## src/rtl/sm_monitor_pkg.sv

```systemverilog
`default_nettype none
// ============================================================================
// Module   : sm_monitor_pkg
// Purpose  : Shared types for the protected-module violation monitor.
//            Holds the violation-cause encodings, the FSM state type, the
//            per-slot configuration record and a region-membership helper.
// Ports    : (package - none)
// Revision : 1.0 - initial release
// ============================================================================
package sm_monitor_pkg;

  // Slot records store bounds at this fixed width; narrower address buses
  // are zero-extended, which keeps unsigned comparisons exact.
  localparam int MAX_ADDR_W = 32;

  localparam logic [1:0] VT_NONE  = 2'd0;
  localparam logic [1:0] VT_ENTRY = 2'd1;
  localparam logic [1:0] VT_DATA  = 2'd2;
  localparam logic [1:0] VT_CODE  = 2'd3;

  typedef enum logic {
    ST_IDLE = 1'b0,
    ST_HOLD = 1'b1
  } state_t;

  typedef struct packed {
    logic                  enabled;
    logic [MAX_ADDR_W-1:0] txt_start;
    logic [MAX_ADDR_W-1:0] txt_stop;
    logic [MAX_ADDR_W-1:0] dat_start;
    logic [MAX_ADDR_W-1:0] dat_stop;
  } slot_t;

  // Half-open [s, e); an empty or inverted region never matches.
  function automatic logic in_region(input logic [MAX_ADDR_W-1:0] a,
                                     input logic [MAX_ADDR_W-1:0] s,
                                     input logic [MAX_ADDR_W-1:0] e);
    return (s < e) && (a >= s) && (a < e);
  endfunction

endpackage
`default_nettype wire

```

## src/rtl/sm_range_check.sv

```systemverilog
`default_nettype none
// ============================================================================
// Module   : sm_range_check
// Purpose  : Combinational per-slot checker producing the three hit flags.
// Ports    : slot_i                     - slot configuration record
//            pc_i, prev_pc_i            - current / previous PC (zero-extended)
//            data_en_i, data_wr_i       - data access valid / is write
//            data_addr_i                - data access address (zero-extended)
//            hit_entry_o/data_o/code_o  - entry, data, code-access hits
// Revision : 1.0 - initial release
// ============================================================================
module sm_range_check
  import sm_monitor_pkg::*;
(
  input  slot_t                 slot_i,
  input  logic [MAX_ADDR_W-1:0] pc_i,
  input  logic [MAX_ADDR_W-1:0] prev_pc_i,
  input  logic                  data_en_i,
  input  logic                  data_wr_i,
  input  logic [MAX_ADDR_W-1:0] data_addr_i,
  output logic                  hit_entry_o,
  output logic                  hit_data_o,
  output logic                  hit_code_o
);

  logic w_pc_in_txt;
  logic w_prev_in_txt;
  logic w_addr_in_txt;
  logic w_addr_in_dat;

  assign w_pc_in_txt   = in_region(pc_i,        slot_i.txt_start, slot_i.txt_stop);
  assign w_prev_in_txt = in_region(prev_pc_i,   slot_i.txt_start, slot_i.txt_stop);
  assign w_addr_in_txt = in_region(data_addr_i, slot_i.txt_start, slot_i.txt_stop);
  assign w_addr_in_dat = in_region(data_addr_i, slot_i.dat_start, slot_i.dat_stop);

  // Jumping into the code region anywhere but its first word.
  assign hit_entry_o = slot_i.enabled && w_pc_in_txt && !w_prev_in_txt &&
                       (pc_i != slot_i.txt_start);

  assign hit_data_o  = slot_i.enabled && data_en_i && w_addr_in_dat && !w_pc_in_txt;

  // Writes into the code region are illegal even from the module itself.
  assign hit_code_o  = slot_i.enabled && data_en_i && w_addr_in_txt &&
                       (!w_pc_in_txt || data_wr_i);

endmodule
`default_nettype wire

```

## src/rtl/sm_violation_monitor.sv

```systemverilog
`default_nettype none
// ============================================================================
// Module   : sm_violation_monitor
// Purpose  : Watches PC and data accesses against NUM_SM protected regions
//            and holds a CPU reset request for RST_HOLD cycles on violation.
// Ports    : mclk, puc_rst                  - clock, sync active-high reset
//            pc, prev_pc                    - current / previous PC
//            data_en, data_wr, data_addr    - data access
//            cfg_we, cfg_idx, cfg_*         - slot configuration write
//            cfg_err                        - rejected configuration pulse
//            reset                          - CPU reset request
//            viol_id, viol_type, viol_cnt   - last cause and saturating count
// Revision : 1.0 - initial release
// ============================================================================
module sm_violation_monitor
  import sm_monitor_pkg::*;
#(
  parameter int NUM_SM   = 4,
  parameter int ADDR_W   = 16,
  parameter int RST_HOLD = 8
) (
  input  logic              mclk,
  input  logic              puc_rst,
  input  logic [ADDR_W-1:0] pc,
  input  logic [ADDR_W-1:0] prev_pc,
  input  logic              data_en,
  input  logic              data_wr,
  input  logic [ADDR_W-1:0] data_addr,
  input  logic              cfg_we,
  input  logic [3:0]        cfg_idx,
  input  logic [ADDR_W-1:0] cfg_txt_start,
  input  logic [ADDR_W-1:0] cfg_txt_stop,
  input  logic [ADDR_W-1:0] cfg_dat_start,
  input  logic [ADDR_W-1:0] cfg_dat_stop,
  input  logic              cfg_enable,
  output logic              cfg_err,
  output logic              reset,
  output logic [3:0]        viol_id,
  output logic [1:0]        viol_type,
  output logic [7:0]        viol_cnt
);

  // Counter holds RST_HOLD-1 down to 0, so reset lasts exactly RST_HOLD cycles.
  localparam int              HOLD_W    = (RST_HOLD > 1) ? $clog2(RST_HOLD) : 1;
  localparam logic [HOLD_W-1:0] HOLD_LOAD = HOLD_W'(RST_HOLD - 1);

  state_t            state_q, state_d;
  logic [HOLD_W-1:0] hold_q, hold_d;
  logic [3:0]        id_q, id_d;
  logic [1:0]        type_q, type_d;
  logic [7:0]        cnt_q, cnt_d;
  logic              cfg_err_q, cfg_err_d;
  slot_t             slots_q [NUM_SM];
  slot_t             slots_d [NUM_SM];

  logic [NUM_SM-1:0] w_hit_entry, w_hit_data, w_hit_code;
  logic              w_viol;
  logic [3:0]        w_id;
  logic [1:0]        w_type;
  logic              w_accept;

  for (genvar g = 0; g < NUM_SM; g++) begin : g_slot
    sm_range_check u_range_check (
      .slot_i      (slots_q[g]),
      .pc_i        (MAX_ADDR_W'(pc)),
      .prev_pc_i   (MAX_ADDR_W'(prev_pc)),
      .data_en_i   (data_en),
      .data_wr_i   (data_wr),
      .data_addr_i (MAX_ADDR_W'(data_addr)),
      .hit_entry_o (w_hit_entry[g]),
      .hit_data_o  (w_hit_data[g]),
      .hit_code_o  (w_hit_code[g])
    );
  end

  // Descending scan so the lowest-indexed hitting slot overrides the rest.
  always_comb begin
    w_viol = 1'b0;
    w_id   = 4'd0;
    w_type = VT_NONE;
    for (int i = NUM_SM - 1; i >= 0; i--) begin
      if (w_hit_entry[i] || w_hit_data[i] || w_hit_code[i]) begin
        w_viol = 1'b1;
        w_id   = 4'(i);
        w_type = w_hit_entry[i] ? VT_ENTRY : (w_hit_data[i] ? VT_DATA : VT_CODE);
      end
    end
  end

  always_comb begin
    state_d  = state_q;
    hold_d   = hold_q;
    id_d     = id_q;
    type_d   = type_q;
    cnt_d    = cnt_q;
    w_accept = 1'b0;
    case (state_q)
      ST_IDLE: w_accept = w_viol;
      ST_HOLD: begin
        if (hold_q == '0) begin
          // Last hold cycle: a fresh violation continues reset seamlessly.
          if (w_viol) w_accept = 1'b1;
          else        state_d  = ST_IDLE;
        end else begin
          hold_d = hold_q - 1'b1;
        end
      end
      default: state_d = ST_IDLE;
    endcase
    if (w_accept) begin
      state_d = ST_HOLD;
      hold_d  = HOLD_LOAD;
      id_d    = w_id;
      type_d  = w_type;
      cnt_d   = (cnt_q == 8'hFF) ? cnt_q : cnt_q + 8'd1;
    end
  end

  always_comb begin
    cfg_err_d = cfg_we && (int'(cfg_idx) >= NUM_SM);
    for (int i = 0; i < NUM_SM; i++) begin
      slots_d[i] = slots_q[i];
      if (cfg_we && (cfg_idx == 4'(i))) begin
        if (!cfg_enable) begin
          slots_d[i].enabled = 1'b0;
        end else if (slots_q[i].enabled) begin
          cfg_err_d = 1'b1;
        end else begin
          slots_d[i].enabled   = 1'b1;
          slots_d[i].txt_start = MAX_ADDR_W'(cfg_txt_start);
          slots_d[i].txt_stop  = MAX_ADDR_W'(cfg_txt_stop);
          slots_d[i].dat_start = MAX_ADDR_W'(cfg_dat_start);
          slots_d[i].dat_stop  = MAX_ADDR_W'(cfg_dat_stop);
        end
      end
    end
  end

  always_ff @(posedge mclk) begin
    if (puc_rst) begin
      state_q   <= ST_IDLE;
      hold_q    <= '0;
      id_q      <= 4'd0;
      type_q    <= VT_NONE;
      cnt_q     <= 8'd0;
      cfg_err_q <= 1'b0;
      for (int i = 0; i < NUM_SM; i++) slots_q[i] <= '0;
    end else begin
      state_q   <= state_d;
      hold_q    <= hold_d;
      id_q      <= id_d;
      type_q    <= type_d;
      cnt_q     <= cnt_d;
      cfg_err_q <= cfg_err_d;
      for (int i = 0; i < NUM_SM; i++) slots_q[i] <= slots_d[i];
    end
  end

  assign reset     = (state_q == ST_HOLD);
  assign cfg_err   = cfg_err_q;
  assign viol_id   = id_q;
  assign viol_type = type_q;
  assign viol_cnt  = cnt_q;

endmodule
`default_nettype wire

```

## config.mk

```make
export PLATFORM = sky130hd
export DESIGN_NAME = sm_violation_monitor
export DESIGN_NICKNAME = d
export VERILOG_FILES = /design/src/rtl/sm_monitor_pkg.sv /design/src/rtl/sm_range_check.sv /design/src/rtl/sm_violation_monitor.sv
export SDC_FILE = /design/constraint.sdc
export NUM_CORES = 1
export LEC_CHECK = 0
export BUFFER_PORTS_ARGS = -buffer_cell sky130_fd_sc_hd__clkbuf_2
export CELL_PAD_IN_SITES_DETAIL_PLACEMENT = 0
export CELL_PAD_IN_SITES_GLOBAL_PLACEMENT = 2
export CORE_ASPECT_RATIO = 1.4
export CORE_MARGIN = 2
export CORE_UTILIZATION = 25
export CTS_CLUSTER_SIZE = 16
export DETAILED_ROUTE_END_ITERATION = 8
export GPL_TIMING_DRIVEN = 0
export PLACE_DENSITY = 0.54
export SETUP_SLACK_MARGIN = 0.2
export SYNTH_ARGS = -nofsm -noshare
export SYNTH_HDL_FRONTEND = slang
export SYNTH_HIERARCHICAL = 1
export SYNTH_SLANG_ARGS = --single-unit
```

## constraint.sdc

```tcl
create_clock -name mclk -period 4.43 [get_ports mclk]
set_clock_uncertainty 0.15 [all_clocks]
set_input_delay 0.886 -clock mclk [delete_from_list [all_inputs] [get_ports mclk]]
set_output_delay 0.886 -clock mclk [all_outputs]
set_load 0.01 [all_outputs]
```

==> impl_metrics.ini, run 1 <==
[worst_setup_path]
r2r-start = slots_q[3][104]$_SDFFE_PP0P_
worstPathMaxFanout = 16
r2r_slack_ns = 0.34
critPathKind = in -> reg
arrival_ns = 4.52
timing.rr.end = viol_cnt[4]$_SDFFE_PP0P_
start_kind = input pin
rr_worst_depth = 14
required_ns = 4.77
crit_path_end_kind = flip-flop

[finish]
area_delta_synth_final_pct = 23.0
nets = 7409
drive_above_1_share_pct = 6.34
final_area_mm2 = 0.0475
stdcell_count = 8124
fin_util_pct = 31.0
fill_cells = 16800

[detailed_routing]
drc = 0
num_vias = 36800
met2_length_um = 84400
vias_per_cell = 4.53
dr.max_layer_used = met5
wl_um = 165000
dr.pass1.iters = 5
ant_nets = 0
drtIter0Drc = 1500
route.met3.wl_um = 6270
wire_per_inst_um = 20.4
met1_length_um = 68900

[sta]
tns_ns = 0
setup_violations = 0
rsz0062_at_grt = false
post-route-period-util_pct = 94.2
fin_crit_ns = 4.17
fmax_mhz = 240
slew_headroom_pct = 16.6
hold_violations = 0
tightest_slew_ns = 1.25
finalMaxSlewViolations = 0

[place]
placedCellCount = 8035
gp_congestion = 0.810
hpwl_um = 136000
port_buffers = 134
placed_area_mm2 = 0.0453

[hold_path]
holdPathStages = 2
hp-class = reg -> reg
min-delay-start = slots_q[0][71]$_SDFFE_PP0P_
min_to = slots_q[0][71]$_SDFFE_PP0P_

[yosys]
ys_ff_latch = 277
syn-cell-area_mm2 = 0.0387
ys.warnings.count = 6
ys_seq_area_share_pct = 14.3
synth_ff_type = dfxtp_1
synth_edf_count = 0
async_flop_share_pct = 0
synthCells = 4937
ys_types = 78
syn_area_per_cell_um2 = 7.83

[clock_network]
cts_buffers = 38
cts.path.max_buffers = 3
clock-root-buffer = clkbuf_16
ctsHoldBuffers = 0
clock_latency_ns = 0.60
cts_sinks = 277
cts_tree = yes
cts-htree-levels = 2
path_clk_slew_ns = 0.06

[global_route]
grtUsageTotal_pct = 20.8
grt_pass1_wl_um = 239000
grt_pass1_vias = 36000
grt_max_degree = 17
overflow = 0
antenna_found_initial = 21

[floorplan]
initial_core_util_pct = 25.2
die_w_um = 336
row_count = 170
io_pins = 138
die_area_mm2 = 0.158
core_mm2 = 0.153
die_h_um = 469

[power]
powerDensity_mw_per_mm2 = 179
p_leak_nw = 21.6
ir_worst_vdd_v = 0.000241

[flow_run]
cap_viol_max_count = 0

[status]
status = completed
## critical path, stage by stage
cell and delay (ns):
clkbuf_4 0.36, ha_1 0.43, nand4_1 0.22, or4_1 0.60, nand3_1 0.28, a211oi_1 0.17, nor4_4 0.28, buf_4 0.19
nor3_4 0.06, and4_1 0.20, buf_6 0.15, or4_1 0.51, a21oi_1 0.13
## worst max path at each step
stage	start	endpoint	slack (ns)	cells after the start
floorplan	pc[0]	viol_cnt[6]$_SDFFE_PP0P_	0.30	14
global placement	pc[0]	viol_cnt[6]$_SDFFE_PP0P_	-2.59	16
detailed placement	pc[15]	viol_cnt[6]$_SDFFE_PP0P_	-1.90	15
CTS	slots_q[2][77]$_SDFFE_PP0P_	viol_cnt[0]$_SDFFE_PP0P_	0.20	16
global route	slots_q[2][78]$_SDFFE_PP0P_	viol_cnt[6]$_SDFFE_PP0P_	0.20	15
finish	data_addr[8]	viol_cnt[4]$_SDFFE_PP0P_	0.26	13
## final cells by class
type | instances | area [um2] | area share (%)
inverters | 530 | 1990 | 4.19
repair buffers | 154 | 1040 | 2.19
well taps | 2064 | 2580 | 5.43
multi-input cells | 4934 | 34500 | 72.6
clock inverters | 17 | 210 | 0.442
flip-flops and latches | 277 | 5570 | 11.7
plain buffers | 93 | 514 | 1.08
diodes | 4 | 10.0 | 0.0211
clock buffers | 51 | 1080 | 2.27
## cells in the mapped netlist, types with 28 or more instances
cell | count | area share [%]
nor3_1 | 54 | 0.70
nand2_1 | 749 | 7.3
a211oi_1 | 81 | 1.6
nand3_1 | 126 | 1.6
o21ai_0 | 180 | 2.3
nand4_1 | 150 | 2.4
a21oi_1 | 666 | 8.6
buf_2 | 38 | 0.49
ha_1 | 1259 | 41
inv_1 | 530 | 5.1
nand2b_1 | 38 | 0.62
and4_1 | 29 | 0.66
o21ai_1 | 31 | 0.40
nor2_1 | 177 | 1.7
nor2b_1 | 28 | 0.45
a21o_1 | 131 | 2.5
o211ai_1 | 28 | 0.54
clkbuf_1 | 40 | 0.39
dfxtp_1 | 277 | 14
nor4_1 | 31 | 0.50
## flip-flops by register name, indices dropped and copies added (netlist names)
signal,flops
viol_type,2
slots_q,260
reset,1
viol_cnt,8
cfg_err,1
viol_id,2
hold_q,3
## power by group
group / total (mW) / internal [mW] / switching, mW
sequential: 2.53 / 2.51 / 0.0191
combinational: 2.73 / 1.01 / 1.73
clock: 3.26 / 1.90 / 1.36
total: 8.52 / 5.42 / 3.11
## placed cells by master, fill, tap and decap left out, types with 11 or more instances in the layout
cell / n
a2111oi_0: 15
a211o_1: 14
a211oi_1: 80
a21o_1: 131
a21oi_1: 664
a221oi_1: 23
a31oi_1: 17
and4_1: 28
buf_2: 36
buf_4: 22
buf_6: 17
clkbuf_1: 45
clkbuf_16: 39
clkbuf_2: 96
clkbuf_4: 20
clkbuf_8: 22
conb_1: 898
dfxtp_1: 259
dfxtp_2: 16
ha_1: 1251
inv_1: 520
nand2_1: 749
nand2b_1: 37
nand3_1: 125
nand4_1: 150
nor2_1: 177
nor2b_1: 28
nor3_1: 50
nor3b_1: 14
nor4_1: 21
o2111ai_1: 14
o211ai_1: 28
o21ai_0: 178
o21ai_1: 30
o31ai_1: 11
o41ai_1: 11
## per-stage QoR
stage          power [mW]  hold WS (ns)  setup slack, ns
3_3_place_gp         4.94         0.292            -2.59
6_report             8.52         0.304            0.257
5_1_grt              9.16         0.317            0.197
4_1_cts              8.33         0.304            0.203
3_5_place_dp         4.94         0.296            -1.90
2_1_floorplan        4.26         0.286            0.299
## per-layer routing
layer	global-route usage (%)	vias up
li1	-	19400
met1	24.3	16700
met2	38.8	486
met3	2.77	185
met4	6.30	26
met5	0	-
## repair_timing
action,CTS,global route
pin swaps,18,26
resized for setup,130,46
setup endpoints to repair,16,13
buffers inserted,13,4
## cells by family (layout without fill, tap and decap cells)
| kind of cell | count (synthesis) | in the layout | synth area share (%) |
|---|---|---|---|
| compound gates | 1309 | 1309 | 20.5 |
| mux | 4 | 4 | 0.136 |
| fa+ha+maj | 1259 | 1259 | 40.8 |
| other cells | 1 | 902 | 0.00970 |
| flops | 277 | 277 | 14.3 |
| buf+inv | 623 | 845 | 6.44 |
| simple gates | 1464 | 1464 | 17.8 |
Note: power is estimated with default switching activity, not from simulation.
==> run 2, diff against run 1 <==
- CORE_MARGIN: 2 -> unset
- CTS_CLUSTER_DIAMETER: unset -> 50
==> run 2 against run 1 <==
Net effect:
- wire length is 1.1% lower
- non-clock buffer count is 3 higher
- sequential share of layout area is 0.11 points lower
- fmax is 0.91% higher
- critical path depth is 2 higher
- design area is 1.3% higher
- clock power is 31% higher
- clock-buffer cell count is 9 higher
- hold slack worse by 0.0015 ns
- critical endpoint is now viol_cnt[6]$_SDFFE_PP0P_
==> impl_metrics.ini, run 2 (synthesized netlist as in run 1, its figures left out) <==
[status]
status = completed

[clock_network]
clock_latency_ns = 0.63
cts_buffers = 51
cts.path.max_buffers = 3
clock-root-buffer = clkbuf_16
cts_sinks = 277
cts_tree = yes
ctsHoldBuffers = 0
cts-htree-levels = 2
path_clk_slew_ns = 0.05

[finish]
final_cell_mix = ha_1, conb_1, nand2_1
stdcell_count = 8152
final_area_mm2 = 0.0481
nets = 7425
final_common_cell = ha_1
drive_above_1_share_pct = 7.28
area_delta_synth_final_pct = 24.5
fin_util_pct = 31.4
largest_reg_flops = 260
top_register = slots_q

[worst_setup_path]
critPathKind = in -> reg
arrival_ns = 4.54
crit_path_end_kind = flip-flop
r2r_slack_ns = 0.33
required_ns = 4.84
worstPathMaxFanout = 10
start_kind = input pin

[detailed_routing]
route.met3.wl_um = 5820
wire_per_inst_um = 20.1
met1_length_um = 69900
met2_length_um = 84100
vias_per_cell = 4.53
ant_nets = 0
wl_um = 164000
drc = 0
drtIter0Drc = 1504
dr.pass1.iters = 5
dr.max_layer_used = met5
num_vias = 37000

[sta]
finalMaxSlewViolations = 0
tns_ns = 0
tightest_slew_ns = 1.28
fin_crit_ns = 4.14
rsz0062_at_grt = true
slew_headroom_pct = 14.4
setup_slack_ns = 0.295
setup_violations = 0
fmax_mhz = 242
post-route-period-util_pct = 93.3
hold_violations = 0

[place]
placedCellCount = 8036
hpwl_um = 135000
post-place-ws_ns = -2.12
gp_congestion = 0.842
port_buffers = 134
placed_area_mm2 = 0.0453

[floorplan]
initial_core_util_pct = 25.2
io_pins = 138
die_w_um = 334
die_h_um = 467
die_area_mm2 = 0.156
core_mm2 = 0.153
row_count = 170

[flow_run]
cap_viol_max_count = 0

[hold_path]
hp-class = reg -> reg

[global_route]
grt_pass1_wl_um = 239000
overflow = 0
grtUsageTotal_pct = 20.9
antenna_found_initial = 24
grt_max_degree = 17
grt_pass1_vias = 36500

[power]
p_leak_nw = 21.9
ir_worst_vdd_v = 0.000271
powerDensity_mw_per_mm2 = 197
## run 2: cell count changes in the layout (fill, tap and decap cells not counted), sizes merged
cell	delta
clkinvlp	+6
clkinv	+6
diode	-3
clkbuf	+1
inv	+4
bufinv	+3
buf	+11
## run 2: metal layers
metal	global-route usage [%]	vias up
li1	-	19400
met1	24.9	16900
met2	39.4	479
met3	2.60	152
met4	4.11	26
met5	0	-
## run 2: final timing paths
path / end / startpoint / cells past startpoint
worst max register to register: viol_cnt[6]$_SDFFE_PP0P_ / slots_q[1][106]$_SDFFE_PP0P_ / 17
worst max-delay path: viol_cnt[6]$_SDFFE_PP0P_ / prev_pc[0] / 15
worst min-delay path: slots_q[3][72]$_SDFFE_PP0P_ / slots_q[3][72]$_SDFFE_PP0P_ / 2
worst min register to register: slots_q[3][72]$_SDFFE_PP0P_ / slots_q[3][72]$_SDFFE_PP0P_ / 2
## run 2: report_power, final
group | internal (mW) | switching (mW)
Combinational | 1.01 | 1.70
Clock | 2.64 | 1.62
Sequential | 2.51 | 0.0187
## run 2: critical path, stage by stage
cell	delay, ns
clkbuf_4	0.22
inv_1	0.07
ha_1	0.26
nand2b_1	0.14
a211o_1	0.31
a2111oi_2	0.45
o21ai_1	0.18
a221oi_2	0.41
o21ai_2	0.17
a211oi_4	0.33
nor3_2	0.09
and4_1	0.22
buf_6	0.15
or4_1	0.50
a21oi_1	0.14
## run 2: metrics by stage
stage | hold slack, ns | total power, mW
after CTS | 0.305 | 9.30
after global placement | 0.292 | 4.92
after floorplan | 0.286 | 4.26
after detailed placement | 0.297 | 4.93
final | 0.302 | 9.50
after global routing | 0.317 | 10.1
## run 2: timing repair
item                                    CTS  global route
pin swaps                                19            33
setup buffers                            10             9
resized for setup                       117            87
endpoints found under the setup margin   16            12
## run 2: layout make-up
class	instances	area, um2
Timing Repair Buffer	157	1030
Tap cell	2064	2580
Inverter	530	1990
Clock inverter	36	435
Multi-Input combinational cell	4934	34600
Antenna cell	1	2.50
Buffer	93	514
Clock buffer	60	1400
Fill cell	16800	105000
Sequential cell	277	5590
